`src/rtl/band_scale_mc.sv`:
```
// Time-multiplexed band scaler: squares each pot to a gain, scales its audio band and saturates.
// Optional per-band gain slew limiting is compiled in with BAND_SCALE_SMOOTH_EN.
module band_scale_mc #(
    parameter int NUM_BANDS = 4,
    parameter int DATA_W    = 16,
    parameter int POT_W     = 12,
    parameter int SHIFT     = 10,
    parameter int SLEW_STEP = 64
) (
    input  logic                          clk,
    input  logic                          rst,
    input  logic                          valid_in,
    input  logic [NUM_BANDS*POT_W-1:0]    pot_in,
    input  logic [NUM_BANDS*DATA_W-1:0]   audio_in,
    output logic [NUM_BANDS*DATA_W-1:0]   scaled_out,
    output logic [NUM_BANDS-1:0]          sat_flag,
    output logic                          valid_out,
    output logic                          busy,
    output logic                          overrun
);

    // state | meaning
    // IDLE  | waiting for a frame strobe; frame registers hold the last frame
    // RUN   | issuing one band per cycle into the squarer (stage 1)
    // FLUSH | last band retires through the multiplier (stage 2)

    localparam int IDX_W  = (NUM_BANDS > 1) ? $clog2(NUM_BANDS) : 1;
    localparam int PROD_W = DATA_W + POT_W + 1;
    localparam logic [IDX_W-1:0] LAST_IDX = IDX_W'(NUM_BANDS - 1);
    localparam logic signed [PROD_W-1:0] SAT_MAX = PROD_W'((64'd1 << (DATA_W - 1)) - 64'd1);
    localparam logic signed [PROD_W-1:0] SAT_MIN = ~SAT_MAX;

    typedef enum logic [1:0] {
        ST_IDLE  = 2'd0,
        ST_RUN   = 2'd1,
        ST_FLUSH = 2'd2
    } state_t;

    state_t state, state_nxt;
    logic [IDX_W-1:0] idx, idx_nxt;
    logic accept, issue;

    logic [NUM_BANDS*POT_W-1:0]  pot_q;
    logic [NUM_BANDS*DATA_W-1:0] audio_q;

    logic [POT_W-1:0]   pot_cur;
    logic [2*POT_W-1:0] pot_sq;
    logic [POT_W-1:0]   g_tgt;
    logic [POT_W-1:0]   g_eff_nxt;

    logic               s1_valid;
    logic [IDX_W-1:0]   s1_idx;
    logic [POT_W-1:0]   s1_g;

    logic signed [DATA_W-1:0] aud_cur;
    logic signed [PROD_W-1:0] prod;
    logic signed [PROD_W-1:0] res_wide;
    logic                     sat_hi, sat_lo;
    logic [DATA_W-1:0]        res;

    always_comb begin
        state_nxt = state;
        idx_nxt   = idx;
        accept    = 1'b0;
        issue     = 1'b0;
        case (state)
            ST_IDLE: begin
                if (valid_in) begin
                    accept    = 1'b1;
                    idx_nxt   = '0;
                    state_nxt = ST_RUN;
                end
            end
            ST_RUN: begin
                issue = 1'b1;
                if (idx == LAST_IDX) begin
                    state_nxt = ST_FLUSH;
                end else begin
                    idx_nxt = idx + 1'b1;
                end
            end
            ST_FLUSH: begin
                state_nxt = ST_IDLE;
            end
            default: begin
                state_nxt = ST_IDLE;
            end
        endcase
    end

    always_ff @(posedge clk) begin
        if (rst) begin
            state <= ST_IDLE;
            idx   <= '0;
        end else begin
            state <= state_nxt;
            idx   <= idx_nxt;
        end
    end

    assign busy = (state != ST_IDLE);

    always_ff @(posedge clk) begin
        if (rst) begin
            pot_q   <= '0;
            audio_q <= '0;
        end else if (accept) begin
            pot_q   <= pot_in;
            audio_q <= audio_in;
        end
    end

    // Stage 1: shared squarer, keep the top POT_W bits of pot^2 as the gain.
    assign pot_cur = pot_q[idx*POT_W +: POT_W];
    assign pot_sq  = pot_cur * pot_cur;
    assign g_tgt   = POT_W'(pot_sq >> POT_W);

`ifdef BAND_SCALE_SMOOTH_EN
    localparam logic [POT_W-1:0] SLEW = POT_W'(SLEW_STEP);

    logic [POT_W-1:0] gain_q [NUM_BANDS];
    logic [POT_W-1:0] g_cur;

    assign g_cur = gain_q[idx];

    always_comb begin
        g_eff_nxt = g_tgt;
        if (g_tgt >= g_cur) begin
            if ((g_tgt - g_cur) > SLEW) begin
                g_eff_nxt = g_cur + SLEW;
            end
        end else begin
            if ((g_cur - g_tgt) > SLEW) begin
                g_eff_nxt = g_cur - SLEW;
            end
        end
    end

    always_ff @(posedge clk) begin
        if (rst) begin
            for (int b = 0; b < NUM_BANDS; b++) begin
                gain_q[b] <= '0;
            end
        end else if (issue) begin
            gain_q[idx] <= g_eff_nxt;
        end
    end
`else
    assign g_eff_nxt = g_tgt;
`endif

    always_ff @(posedge clk) begin
        if (rst) begin
            s1_valid <= 1'b0;
            s1_idx   <= '0;
            s1_g     <= '0;
        end else begin
            s1_valid <= issue;
            if (issue) begin
                s1_idx <= idx;
                s1_g   <= g_eff_nxt;
            end
        end
    end

    // Stage 2: shared multiplier; gain is zero-extended so it multiplies as a positive value.
    assign aud_cur  = $signed(audio_q[s1_idx*DATA_W +: DATA_W]);
    assign prod     = $signed({1'b0, s1_g}) * aud_cur;
    assign res_wide = prod >>> SHIFT;
    assign sat_hi   = (res_wide > SAT_MAX);
    assign sat_lo   = (res_wide < SAT_MIN);

    always_comb begin
        res = res_wide[DATA_W-1:0];
        if (sat_hi) begin
            res = {1'b0, {(DATA_W-1){1'b1}}};
        end else if (sat_lo) begin
            res = {1'b1, {(DATA_W-1){1'b0}}};
        end
    end

    always_ff @(posedge clk) begin
        if (rst) begin
            scaled_out <= '0;
            sat_flag   <= '0;
            valid_out  <= 1'b0;
            overrun    <= 1'b0;
        end else begin
            valid_out <= (state == ST_FLUSH);
            if (valid_in && busy) begin
                overrun <= 1'b1;
            end
            if (accept) begin
                sat_flag <= '0;
            end else if (s1_valid) begin
                scaled_out[s1_idx*DATA_W +: DATA_W] <= res;
                if (sat_hi || sat_lo) begin
                    sat_flag[s1_idx] <= 1'b1;
                end
            end
        end
    end

endmodule
```
`config.mk`:
```
export PLATFORM = sky130hd
export DESIGN_NAME = band_scale_mc
export DESIGN_NICKNAME = d
export VERILOG_FILES = /design/src/rtl/band_scale_mc.sv
export SDC_FILE = /design/constraint.sdc
export NUM_CORES = 1
export LEC_CHECK = 0
export ABC_AREA = 1
export BUFFER_PORTS_ARGS = -buffer_cell sky130_fd_sc_hd__buf_2
export CAP_MARGIN = 20
export CORE_MARGIN = 2
export CORE_UTILIZATION = 39
export CTS_BUF_LIST = sky130_fd_sc_hd__clkbuf_2 sky130_fd_sc_hd__clkbuf_4 sky130_fd_sc_hd__clkbuf_8
export DETAILED_ROUTE_END_ITERATION = 7
export PLACE_DENSITY_LB_ADDON = 0.05
export RECOVER_POWER = 100
export SYNTH_ARGS = -nofsm -noshare
export SYNTH_HDL_FRONTEND = slang
export SYNTH_SLANG_ARGS = --single-unit
```
`constraint.sdc`:
```
create_clock -name clk -period 10.6 [get_ports clk]
set_input_delay 2.12 -clock clk [delete_from_list [all_inputs] [get_ports clk]]
set_output_delay 2.12 -clock clk [all_outputs]
set_load 0.02 [all_outputs]
```
==> results of run 1 <==
sequential cells by signal (all words and copies together) (netlist names):
| register | count |
|---|---|
| scaled_out | 64 |
| s1_g | 12 |
| audio_q | 64 |
| state | 2 |
| s1_valid | 1 |
| pot_q | 48 |
| sat_flag | 4 |
| overrun | 1 |
| valid_out | 1 |
| s1_idx | 2 |
| idx | 2 |
cell families after synthesis:
family / after synthesis / share of synthesized area
and+or+nand+nor: 1034 / 0.223
xor gates and xnor gates: 30 / 0.0139
buffers and inverters: 509 / 0.103
adders and majority gates: 381 / 0.354
AOI/OAI and AO/OA: 326 / 0.0915
DFF: 201 / 0.214
muxes: 1 / 0.000597
per-stage QoR:
step,hold WS (ns),util,cells,total power (W),setup WS [ns]
after floorplan,0.422,-,2482,0.00311,4.31
after global placement,0.436,0.424,3194,0.00391,2.68
after detailed placement,0.444,0.424,3195,0.00393,2.77
after CTS,0.454,0.440,3258,0.00474,2.73
after global routing,0.480,0.438,3259,0.00512,1.89
final,0.450,0.438,3259,0.00460,2.46
per-layer routing:
metal	wire length [um]	track usage	up-vias
met5	41	0	-
met4	2470	0.0963	6
met1	25800	0.306	7702
met2	28100	0.404	341
li1	-	-	7935
met3	2200	0.0331	117
critical path: cells and delay by family (launching register included):
| kind | cells | cell delay (ns) |
|---|---|---|
| adders and majority gates | 6 | 2.90 |
| and+or+nand+nor | 12 | 3.11 |
| DFF | 1 | 0.94 |
| buffers and inverters | 6 | 0.86 |
| AOI/OAI and AO/OA | 1 | 0.08 |
path summary, 6_finish.rpt:
| kind | depth (start not counted) | endpoint | start |
|---|---|---|---|
| min reg2reg | 2 | pot_q[0] | pot_q[0] |
| min | 2 | pot_q[0] | pot_q[0] |
| max | 25 | scaled_out[58] | s1_idx[1] |
| max reg2reg | 25 | scaled_out[58] | s1_idx[1] |
synth_stat cells (2+ instances only):
cell and n:
a211oi_1 3, a21boi_0 2, a21o_1 3, a21oi_1 131, a31oi_1 8, a32oi_1 6
buf_1 11, buf_2 5, buf_6 2, clkbuf_1 80, clkinv_1 5, dfxtp_1 201
fa_1 254, ha_1 127, inv_1 400, inv_2 4, nand2_1 441, nand2_2 18
nand2_4 2, nand3_1 68, nand3_2 5, nand3b_1 3, nand4_1 35, nor2_1 438
nor2_2 2, nor3_1 13, nor4_1 3, o211ai_1 2, o21a_1 7, o21ai_0 154
o21ai_1 3, o21bai_1 4, or2_2 3, xnor2_1 12, xor2_1 18
cell type report:
class                           instances  area [um^2]  share of cell area
Clock buffer                           58          717              0.0343
Clock inverter                          5         55.1             0.00263
Inverter                              410         1540              0.0738
Multi-Input combinational cell       1772        12900               0.615
Sequential cell                       201         4030               0.193
Tap cell                              615          769              0.0368
Timing Repair Buffer                  198          931              0.0445
layout by cell type, fill, tap and decap left out, drive strengths merged, types with 35 or more instances in the layout:
cell	n
a21oi	132
buf	124
clkbuf	132
dfxtp	201
fa	254
ha	127
inv	404
nand2	461
nand3	73
nand4	35
nor2	441
o21ai	157
power by group:
group | internal [W] | leakage, nW | total (W) | switching [W]
logic | 0.000971 | 8.08 | 0.00294 | 0.00197
clock network | 0.000452 | 0.406 | 0.000786 | 0.000335
registers | 0.000813 | 1.65 | 0.000875 | 0.0000621
==> qor.yml, run 1 <==
die:
  core_um2: 47700
  design.die.area_um2: 50100
  rows: 80
  start_util: 0.395
  num_io_pins: 186
  die_h_um: 224
  die_w_um: 224
critical_path:
  cpMostUsedCell: "nand2_1"
  crit_path_top_delay_cell: "dfxtp_1"
  crit_required_ns: 10.93
  path_max_fanout: 21
  r2r_slack_ns: 2.46
  max_stage_delay_ns: 0.94
  cp.arrival_ns: 8.47
  cp-start-kind: "register"
  endpoint_kind: "register"
  crit_type: "register to register"
sta:
  finalCritPeriodShare: 0.768
  worst_pin_slew_ns: 3.86
  fin_skew_ns: 0.0287
  hold_viol_final: 0
  timing.slew.headroom: -1.57
  slew_violations: 193
  max_freq_mhz: 123
  finalSetupTns_ns: 0
  finalSetupViolCount: 0
  min_period_ns: 8.14
  rsz0062_at_grt: "false"
layout:
  num-fill-cells: 5044
  antenna_cells: 0
  design_area_um2: 20900
  layout.nets: 3116
  final_layout_size_suffix_gt1_frac: 0.0817
  area_growth_pct: 10.9
clock_tree:
  clockBufferDepth: 3
  clk_root_buffer_cell: "clkbuf_8"
  clkLatencyLatePin_ns: 0.57
  postCtsHoldBufs: 0
  post_cts_resized: 0
  cts_made_buffers: 37
  clk_pin_slew_ns: 0.06
  post-cts-setup-buffer-count: 0
  cts_sinks: 201
  cts_tree: "done"
  cts_max_level: 2
global_routing:
  grt_overflow_total: 0
  grt_pass1_wl_um: 92400
  grt_max_degree: 114
  antenna_found_initial: 3
  grt_pass1_vias: 16600
  track_usage: 0.238
synthesis:
  yosysSeqAreaShare: 0.214
  synth_top_cell_area_share: 0.270
  synthArstFlopShare: 0
  syn_area_um2: 18800
  synth_seq_cells: 201
  synth-edff-count: 0
  synthesis.instances: 2482
  synthFlopType: "dfxtp_1"
  yosysUniqueCellTypes: 44
  synth_fp_nets: 2978
  yosysTopAreaCell: "fa_1"
  synth_area_leaders: "fa_1 (27%), dfxtp_1 (21%), nand2_1 (8.8%)"
  ys.warnings.count: 0
  syn_area_per_cell_um2: 7.59
place:
  io_buffer_count: 185
  place_congestion: 0.878
  place_hpwl_um: 46800
  placed_cell_area_um2: 20300
detailed_routing:
  viasPerCell: 4.94
  drt_first_pass_iters: 5
  num_vias: 16100
  drt_iter0_markers: 897
  drc: 0
  wl_um: 58700
  routedWlPerCell_um: 18.0
  postRouteAntennaNets: 0
pwr:
  power.density_nw_per_um2: 220
  irDropWorstVdd_mv: 0.153
  leakage_nw: 10.1
worst_hold_path:
  hp-class: "register to register"
outcome:
  violations: "max-capacitance violations, max-slew violations"
  status: "finished with violations"
job:
  drv_cap: 3
Note: power is estimated with default switching activity, not from simulation.
==> run 2, diff against run 1 <==
- ABC_AREA: 1 -> 0
- clock period: 10.6 -> 6.6 ns (I/O delays scaled with it)
==> run 2 against run 1 <==
Net effect: the run still ends with max-capacitance violations, max-slew violations left; routed wire length fell by 9.8%; sequential power rose by 50%; total power fell by 22%; register-to-register slack got worse by 2.5 ns; sequential cell count did not move; maximum frequency rose by 23%; critical path type unchanged; largest power group is now the clock network.
==> qor.yml, run 2 <==
outcome:
  status: "finished with violations"  # unchanged
  violations: "max-capacitance violations, max-slew violations"  # unchanged
pwr:
  comb_power_share: 0.259  # was 0.639
  switchingPower_w: 0.00113  # was 0.00237 W
  p_total_w: 0.00358  # was 0.00460 W
  intPower_w: 0.00246  # was 0.00224 W
  seqPwrFrac: 0.365  # was 0.190
  irDropWorstVdd_mv: 0.128  # was 0.153 mV
  p_sw_frac: 0.315  # was 0.514
  power.density_nw_per_um2: 152  # was 220 nW/um^2
  clkPwrFrac: 0.376  # was 0.171
  leakage_nw: 11.1  # was 10.1 nW
critical_path:
  reg2reg_to: "sat_flag[3]"  # was scaled_out[58]
  rr_worst_depth: 22  # was 25
  endpoint_kind: "register"  # unchanged
  cp.arrival_ns: 7.01  # was 8.47 ns
  crit_required_ns: 7.02  # was 10.93 ns
  path_max_fanout: 7  # was 21
  cp-start-kind: "register"  # unchanged
  r2r_slack_ns: 0.006  # was 2.46 ns
  crit_type: "register to register"  # unchanged
  r2r-start: "s1_idx[0]"  # was s1_idx[1]
  critPathLaunch: "s1_idx[0]"  # was s1_idx[1]
die:
  die_h_um: 223  # was 224 um
  num_io_pins: 186  # unchanged
  start_util: 0.393  # was 0.395
  die_w_um: 223  # was 224 um
  design.die.area_um2: 49700  # was 50100 um^2
  core_um2: 47500  # was 47700 um^2
  rows: 80  # unchanged
clock_tree:
  clockBufferDepth: 3  # unchanged
  clkLatencyLatePin_ns: 0.59  # was 0.57 ns
  postCtsHoldBufs: 0  # unchanged
  cts_tree: "done"  # unchanged
  clk_root_buffer_cell: "clkbuf_8"  # unchanged
  cts_made_buffers: 38  # was 37
  cts_max_level: 2  # unchanged
  cts_sinks: 201  # unchanged
  clk_pin_slew_ns: 0.06  # about the same
synthesis:
  yosysSeqAreaShare: 0.215  # was 0.214
  synthFlopType: "dfxtp_1"  # unchanged
  syn_area_um2: 18700  # was 18800 um^2
  yosysMostFrequentCell: "nand2_1"  # unchanged
  synth-edff-count: 0  # unchanged
  synth_fp_nets: 2656  # was 2978
  synth_commonest_cells: "nand2_1 (454), inv_1 (333), fa_1 (254)"  # was nand2_1 (441), nor2_1 (438), inv_1 (400)
  synth_top_cell_area_share: 0.272  # was 0.270
  syn_area_per_cell_um2: 8.66  # was 7.59 um^2
  synthesis.instances: 2160  # was 2482
  synth_seq_cells: 201  # unchanged
  yosysTopAreaCell: "fa_1"  # unchanged
  yosysUniqueCellTypes: 64  # was 44
  synth_area_leaders: "fa_1 (27%), dfxtp_1 (22%), nand2_1 (9.1%)"  # was fa_1 (27%), dfxtp_1 (21%), nand2_1 (8.8%)
  ys.warnings.count: 0  # unchanged
  synthArstFlopShare: 0  # unchanged
sta:
  rsz0062_at_grt: "true"  # was false
  finalSetupViolCount: 0  # unchanged
  slew_violations: 244  # was 193
  fin_skew_ns: 0.0406  # was 0.0287 ns
  timing.slew.headroom: -1.06  # was -1.57
  hold_ws_ns: 0.451  # was 0.450 ns
  finalCritPeriodShare: 0.999  # was 0.768
  max_freq_mhz: 152  # was 123 MHz
  worst_pin_slew_ns: 3.09  # was 3.86 ns
  min_period_ns: 6.59  # was 8.14 ns
  finalSetupTns_ns: 0  # unchanged
  hold_viol_final: 0  # unchanged
detailed_routing:
  drt_iter0_markers: 588  # was 897
  postRouteAntennaNets: 0  # unchanged
  routedWlPerCell_um: 17.0  # was 18.0 um
  viasPerCell: 4.94  # about the same
  num_vias: 15400  # was 16100
  wl_um: 52900  # was 58700 um
  drc: 0  # unchanged
  drt_first_pass_iters: 5  # unchanged
layout:
  multi_input_comb_area_um2: 13800  # was 12900 um^2
  layout.nets: 2976  # was 3116
  layout_common_cells: "nand2_1 (442), inv_1 (309), fa_1 (245)"  # was nand2_1 (452), nor2_1 (438), inv_1 (400)
  area_growth_pct: 25.9  # was 10.9%
  seq_area_um2: 4030  # about the same
  largest_registers: "audio_q: 64 flops, scaled_out: 64 flops, pot_q: 48 flops"  # unchanged
  final_common_cell: "nand2_1"  # unchanged
  design_area_um2: 23500  # was 20900 um^2
  antenna_cells: 0  # unchanged
  num-fill-cells: 4607  # was 5044
  final_layout_size_suffix_gt1_frac: 0.236  # was 0.0817
  finalCoreUtilization: 0.495  # was 0.438
worst_hold_path:
  hp-class: "register to register"  # unchanged
  hold_path_end: "scaled_out[14]"  # was pot_q[0]
  whs_path_depth: 2  # unchanged
  min-delay-start: "scaled_out[14]"  # was pot_q[0]
place:
  place_congestion: 0.852  # was 0.878
  placed_cell_area_um2: 21500  # was 20300 um^2
  place_hpwl_um: 41500  # was 46800 um
  io_buffer_count: 185  # unchanged
global_routing:
  grt_overflow_total: 0  # unchanged
  track_usage: 0.214  # was 0.238
  grt_pass1_wl_um: 85100  # was 92400 um
  antenna_found_initial: 0  # was 3
  grt_max_degree: 84  # was 114
  grt_pass1_vias: 16000  # was 16600
job:
  drv_cap: 4  # was 3
==> run 2: cell count changes after synthesis, moves of 13 or more <==
cell      previous run  this run
clkbuf_1            80        95
inv_1              400       333
a31oi_1              8        49
nor2_1             438        28
o21ai_0            154        39
nand2_2             18         0
and2_1               0       146
nand3_1             68        22
nand2_1            441       454
a21oi_1            131       156
nand4_1             35        10
o211ai_1             2        21
mux4_2               0        24
==> run 2: power by group through the flow <==
stage               Clock [W]  Combinational (W)  Sequential (W)
global placement            0           0.000806         0.00133
detailed placement          0           0.000814         0.00133
finish                0.00135           0.000929         0.00131
global route          0.00144            0.00103         0.00131
CTS                   0.00138           0.000859         0.00131
floorplan                   0           0.000528         0.00131
==> run 2: worst max path at each step <==
stage,slack (ns),end,cells past startpoint
floorplan,-0.17,scaled_out[50],26
global placement,-0.16,sat_flag[3],22
detailed placement,-0.23,sat_flag[0],22
CTS,-0.02,scaled_out[18],25
global route,-0.21,scaled_out[1],26
finish,0.006,sat_flag[3],22
==> run 2: cell type report <==
class | count | share of cell area
timing repair buffer | 404 | 0.120
tap | 615 | 0.0327
multi-input combinational | 1501 | 0.588
clock buffer | 54 | 0.0292
sequential | 201 | 0.171
inverter | 334 | 0.0534
clock inverter | 10 | 0.00616
==> run 2: routing by layer <==
layer | vias to the layer above | routed length (um) | global-route usage
li1 | 7510 | - | -
met2 | 268 | 25200 | 0.358
met3 | 60 | 1630 | 0.0237
met5 | - | 0 | 0
met4 | 0 | 954 | 0.0463
met1 | 7582 | 25100 | 0.299
==> run 2: logic make-up after synthesis <==
logic type      after synthesis  synth area share
compound gates              339             0.110
xor+xnor                     39            0.0190
fa+ha+maj                   381             0.357
buf+inv                     459            0.0938
flops                       201             0.215
mux                          33            0.0340
simple gates                708             0.171
==> run 2: worst max-delay path, stage by stage, from the launching register on <==
cell	delay, ns
dfxtp_4	0.43
buf_6	0.14
mux4_2	0.57
and2_4	0.19
fa_1	0.51
inv_2	0.04
fa_1	0.54
inv_2	0.05
fa_1	0.48
fa_1	0.56
inv_1	0.05
fa_1	0.51
inv_2	0.05
ha_4	0.24
a21o_1	0.23
a32oi_4	0.29
o211ai_4	0.14
a2111oi_4	0.41
a311oi_4	0.11
o311ai_4	0.34
buf_12	0.18
a21boi_4	0.26
o41ai_2	0.08
==> run 2: metrics by stage <==
| stage | cells | worst slack (ns) |
|---|---|---|
| after detailed placement | 3019 | -0.233 |
| after floorplan | 2160 | -0.173 |
| after global placement | 3019 | -0.160 |
| final | 3119 | 0.00595 |
| after global routing | 3119 | -0.214 |
| after CTS | 3097 | -0.0153 |
==> run 2: timing repair <==
action / in CTS / in global routing
resized for setup: 47 / 163
pin swaps: 29 / 81
setup endpoints to repair: 68 / 74
gates cloned: 2 / 4
setup buffers: 13 / 18
==> run 3, diff against run 2 <==
- CELL_PAD_IN_SITES_DETAIL_PLACEMENT: not set -> 1
- CELL_PAD_IN_SITES_GLOBAL_PLACEMENT: not set -> 1
- CORE_MARGIN: 2 -> not set
- RECOVER_POWER: 100 -> 25
==> run 3 against run 2 <==
Net effect: clock power about the same; clock skew up 0.018 ns; global-route usage up 1.8 points; highest routed layer unchanged; non-clock buffer count down 14; the flow finishes with violations (max-capacitance violations, max-slew violations, negative setup slack); final cell count down 0.61%.
==> qor.yml, run 3 (synthesis results as in run 2) <==
sta:
  rsz0062_at_grt: "true"  # unchanged
  hold_viol_final: 0  # unchanged
  finalWorstSetupSlack_ns: -0.0457  # was 0.00595 ns
  slew_violations: 44  # was 244
  finalCritPeriodShare: 1.01  # was 0.999
  finalSetupTns_ns: -0.246  # was 0 ns
  worst_pin_slew_ns: 2.18  # was 3.09 ns
  min_period_ns: 6.65  # was 6.59 ns
  fin_skew_ns: 0.0582  # was 0.0406 ns
  finalSetupViolCount: 14  # was 0
  hold_ws_ns: 0.449  # was 0.451 ns
  timing.slew.headroom: -0.451  # was -1.06
  max_freq_mhz: 150  # was 152 MHz
worst_hold_path:
  hp-class: "register to register"  # unchanged
  hold_path_end: "scaled_out[38]"  # was scaled_out[14]
  min-delay-start: "scaled_out[38]"  # was scaled_out[14]
  whs_path_depth: 2  # unchanged
detailed_routing:
  routedWlPerCell_um: 18.0  # was 17.0 um
  postRouteAntennaNets: 0  # unchanged
  drc: 0  # unchanged
  drt_first_pass_iters: 5  # unchanged
  drt_iter0_markers: 488  # was 588
  num_vias: 15500  # was 15400
  wl_um: 55900  # was 52900 um
  viasPerCell: 5.01  # was 4.94
clock_tree:
  clk_root_buffer_cell: "clkbuf_8"  # unchanged
  clkLatencyLatePin_ns: 0.61  # was 0.59 ns
  cts_sinks: 201  # unchanged
  cts_tree: "done"  # unchanged
  clk_pin_slew_ns: 0.06  # about the same
  cts_made_buffers: 38  # unchanged
  cts_max_level: 2  # unchanged
  clockBufferDepth: 3  # unchanged
place:
  io_buffer_count: 185  # unchanged
  place_hpwl_um: 45000  # was 41500 um
  placed_cell_area_um2: 21400  # was 21500 um^2
  place_congestion: 0.874  # was 0.852
  place_ws_ns: -0.377  # was -0.233 ns
critical_path:
  max_stage_delay_ns: 0.63  # was 0.57 ns
  reg2reg_to: "scaled_out[61]"  # was sat_flag[3]
  rr_worst_depth: 23  # was 22
  path_delay_family: "adder cells"  # unchanged
  r2r-start: "s1_idx[0]"  # unchanged
  crit_path_top_delay_cell: "mux4_2"  # unchanged
  cp-start-kind: "register"  # unchanged
  crit_type: "register to register"  # unchanged
  r2r_slack_ns: -0.05  # was 0.006 ns
  critPathBufInv: 6  # unchanged
  crit_required_ns: 7.07  # was 7.02 ns
  endpoint_kind: "register"  # unchanged
  path_max_fanout: 7  # unchanged
  cpMostUsedCell: "fa_1"  # unchanged
  cp.arrival_ns: 7.12  # was 7.01 ns
  cp_cell_sequence: "mux4_2 -> and2_4 -> fa_1 -> inv_2 -> fa_2 -> inv_4 -> fa_1 -> fa_1 -> inv_2 -> fa_1 -> inv_2 -> ha_4 -> a21o_1 -> a21o_1 -> a221oi_2 -> o211ai_1 -> a31oi_2 -> xor2_2 -> o311ai_4 -> buf_12 -> nand2_2 -> buf_6 -> a22oi_1"  # was buf_6 -> mux4_2 -> and2_4 -> fa_1 -> inv_2 -> fa_1 -> inv_2 -> fa_1 -> fa_1 -> inv_1 -> fa_1 -> inv_2 -> ha_4 -> a21o_1 -> a32oi_4 -> o211ai_4 -> a2111oi_4 -> a311oi_4 -> o311ai_4 -> buf_12 -> a21boi_4 -> o41ai_2
die:
  design.die.area_um2: 48800  # was 49700 um^2
  rows: 79  # was 80
  die_h_um: 221  # was 223 um
  num_io_pins: 186  # unchanged
  start_util: 0.398  # was 0.393
  core_um2: 47000  # was 47500 um^2
  die_w_um: 221  # was 223 um
layout:
  area_growth_pct: 24.7  # was 25.9%
  layout.nets: 2961  # was 2976
  final_layout_size_suffix_gt1_frac: 0.243  # was 0.236
  largest_registers: "audio_q: 64 flops, scaled_out: 64 flops, pot_q: 48 flops"  # unchanged
  design_area_um2: 23300  # was 23500 um^2
  num-fill-cells: 5483  # was 4607
  antenna_cells: 0  # unchanged
  final_common_cell: "nand2_1"  # unchanged
  layout_common_cells: "nand2_1 (446), inv_1 (323), fa_1 (249)"  # was nand2_1 (442), inv_1 (309), fa_1 (245)
global_routing:
  grt_overflow_total: 0  # unchanged
  grt_pass1_vias: 17000  # was 16000
  antenna_found_initial: 0  # unchanged
  track_usage: 0.232  # was 0.214
  grt_max_degree: 93  # was 84
  grt_pass1_wl_um: 90500  # was 85100 um
pwr:
  leakage_nw: 11.3  # was 11.1 nW
  clkPwrFrac: 0.384  # was 0.376
  intPower_w: 0.00243  # was 0.00246 W
  p_sw_frac: 0.319  # was 0.315
  seqPwrFrac: 0.366  # was 0.365
  switchingPower_w: 0.00114  # was 0.00113 W
  comb_power_share: 0.250  # was 0.259
  power.density_nw_per_um2: 153  # was 152 nW/um^2
  irDropWorstVdd_mv: 0.135  # was 0.128 mV
  p_total_w: 0.00357  # was 0.00358 W
outcome:
  violations: "max-capacitance violations, max-slew violations, negative setup slack"  # was max-capacitance violations, max-slew violations
  status: "finished with violations"  # unchanged
job:
  drv_cap: 1  # was 4
[run 3: cell type report]
class / count / area (um^2) / share of cell area
multi-input cells: 1500 / 13700 / 0.588
flip-flops and latches: 201 / 4030 / 0.173
repair buffers: 390 / 2710 / 0.116
inverters: 334 / 1260 / 0.0539
well taps: 607 / 759 / 0.0326
clock buffers: 60 / 744 / 0.0319
clock inverters: 8 / 113 / 0.00483
[run 3: power by group through the flow]
stage | Sequential, W | Combinational, W | Clock, W
after floorplan | 0.00131 | 0.000528 | 0
after CTS | 0.00131 | 0.000861 | 0.00142
after global routing | 0.00131 | 0.000993 | 0.00146
final | 0.00131 | 0.000892 | 0.00137
after detailed placement | 0.00134 | 0.000812 | 0
after global placement | 0.00133 | 0.000791 | 0
[run 3: what timing repair did]
item,in CTS,in global routing
setup buffers,18,9
setup endpoints to repair,69,74
cloned,2,4
pin swaps,27,26
hold buffers,0,0
gates resized for setup,65,97
[run 3: per-layer routing]
metal / vias to the layer above / global-route usage / part of all wire
met3: 66 / 0.0337 / 0.033
met2: 279 / 0.394 / 0.48
met1: 7724 / 0.308 / 0.46
li1: 7456 / - / -
met4: 0 / 0.0616 / 0.021
met5: - / 0 / 0
[run 3: worst max-delay path by stage]
| stage | from | end | slack [ns] | cells past startpoint |
|---|---|---|---|---|
| floorplan | s1_idx[0] | scaled_out[50] | -0.17 | 26 |
| global placement | s1_idx[0] | sat_flag[3] | -0.16 | 22 |
| detailed placement | s1_idx[0] | sat_flag[3] | -0.38 | 22 |
| CTS | s1_idx[0] | sat_flag[0] | -0.03 | 23 |
| global route | s1_idx[0] | scaled_out[61] | -0.30 | 25 |
| finish | s1_idx[0] | scaled_out[61] | -0.05 | 23 |
[run 3: through the flow]
step,instances,utilization
6_report,3100,0.497
5_1_grt,3100,0.497
4_1_cts,3087,0.484
3_5_place_dp,2999,0.455
3_3_place_gp,2999,0.455
2_1_floorplan,2160,-
[run 3: worst register-to-register path, cell delays in order (launching register included)]
cell	delay (ns)
dfxtp_4	0.41
mux4_2	0.63
and2_4	0.22
fa_1	0.58
inv_2	0.05
fa_2	0.63
inv_4	0.08
fa_1	0.46
fa_1	0.55
inv_2	0.04
fa_1	0.49
inv_2	0.05
ha_4	0.21
a21o_1	0.23
a21o_1	0.20
a221oi_2	0.26
o211ai_1	0.15
a31oi_2	0.22
xor2_2	0.14
o311ai_4	0.34
buf_12	0.19
nand2_2	0.10
buf_6	0.16
a22oi_1	0.17
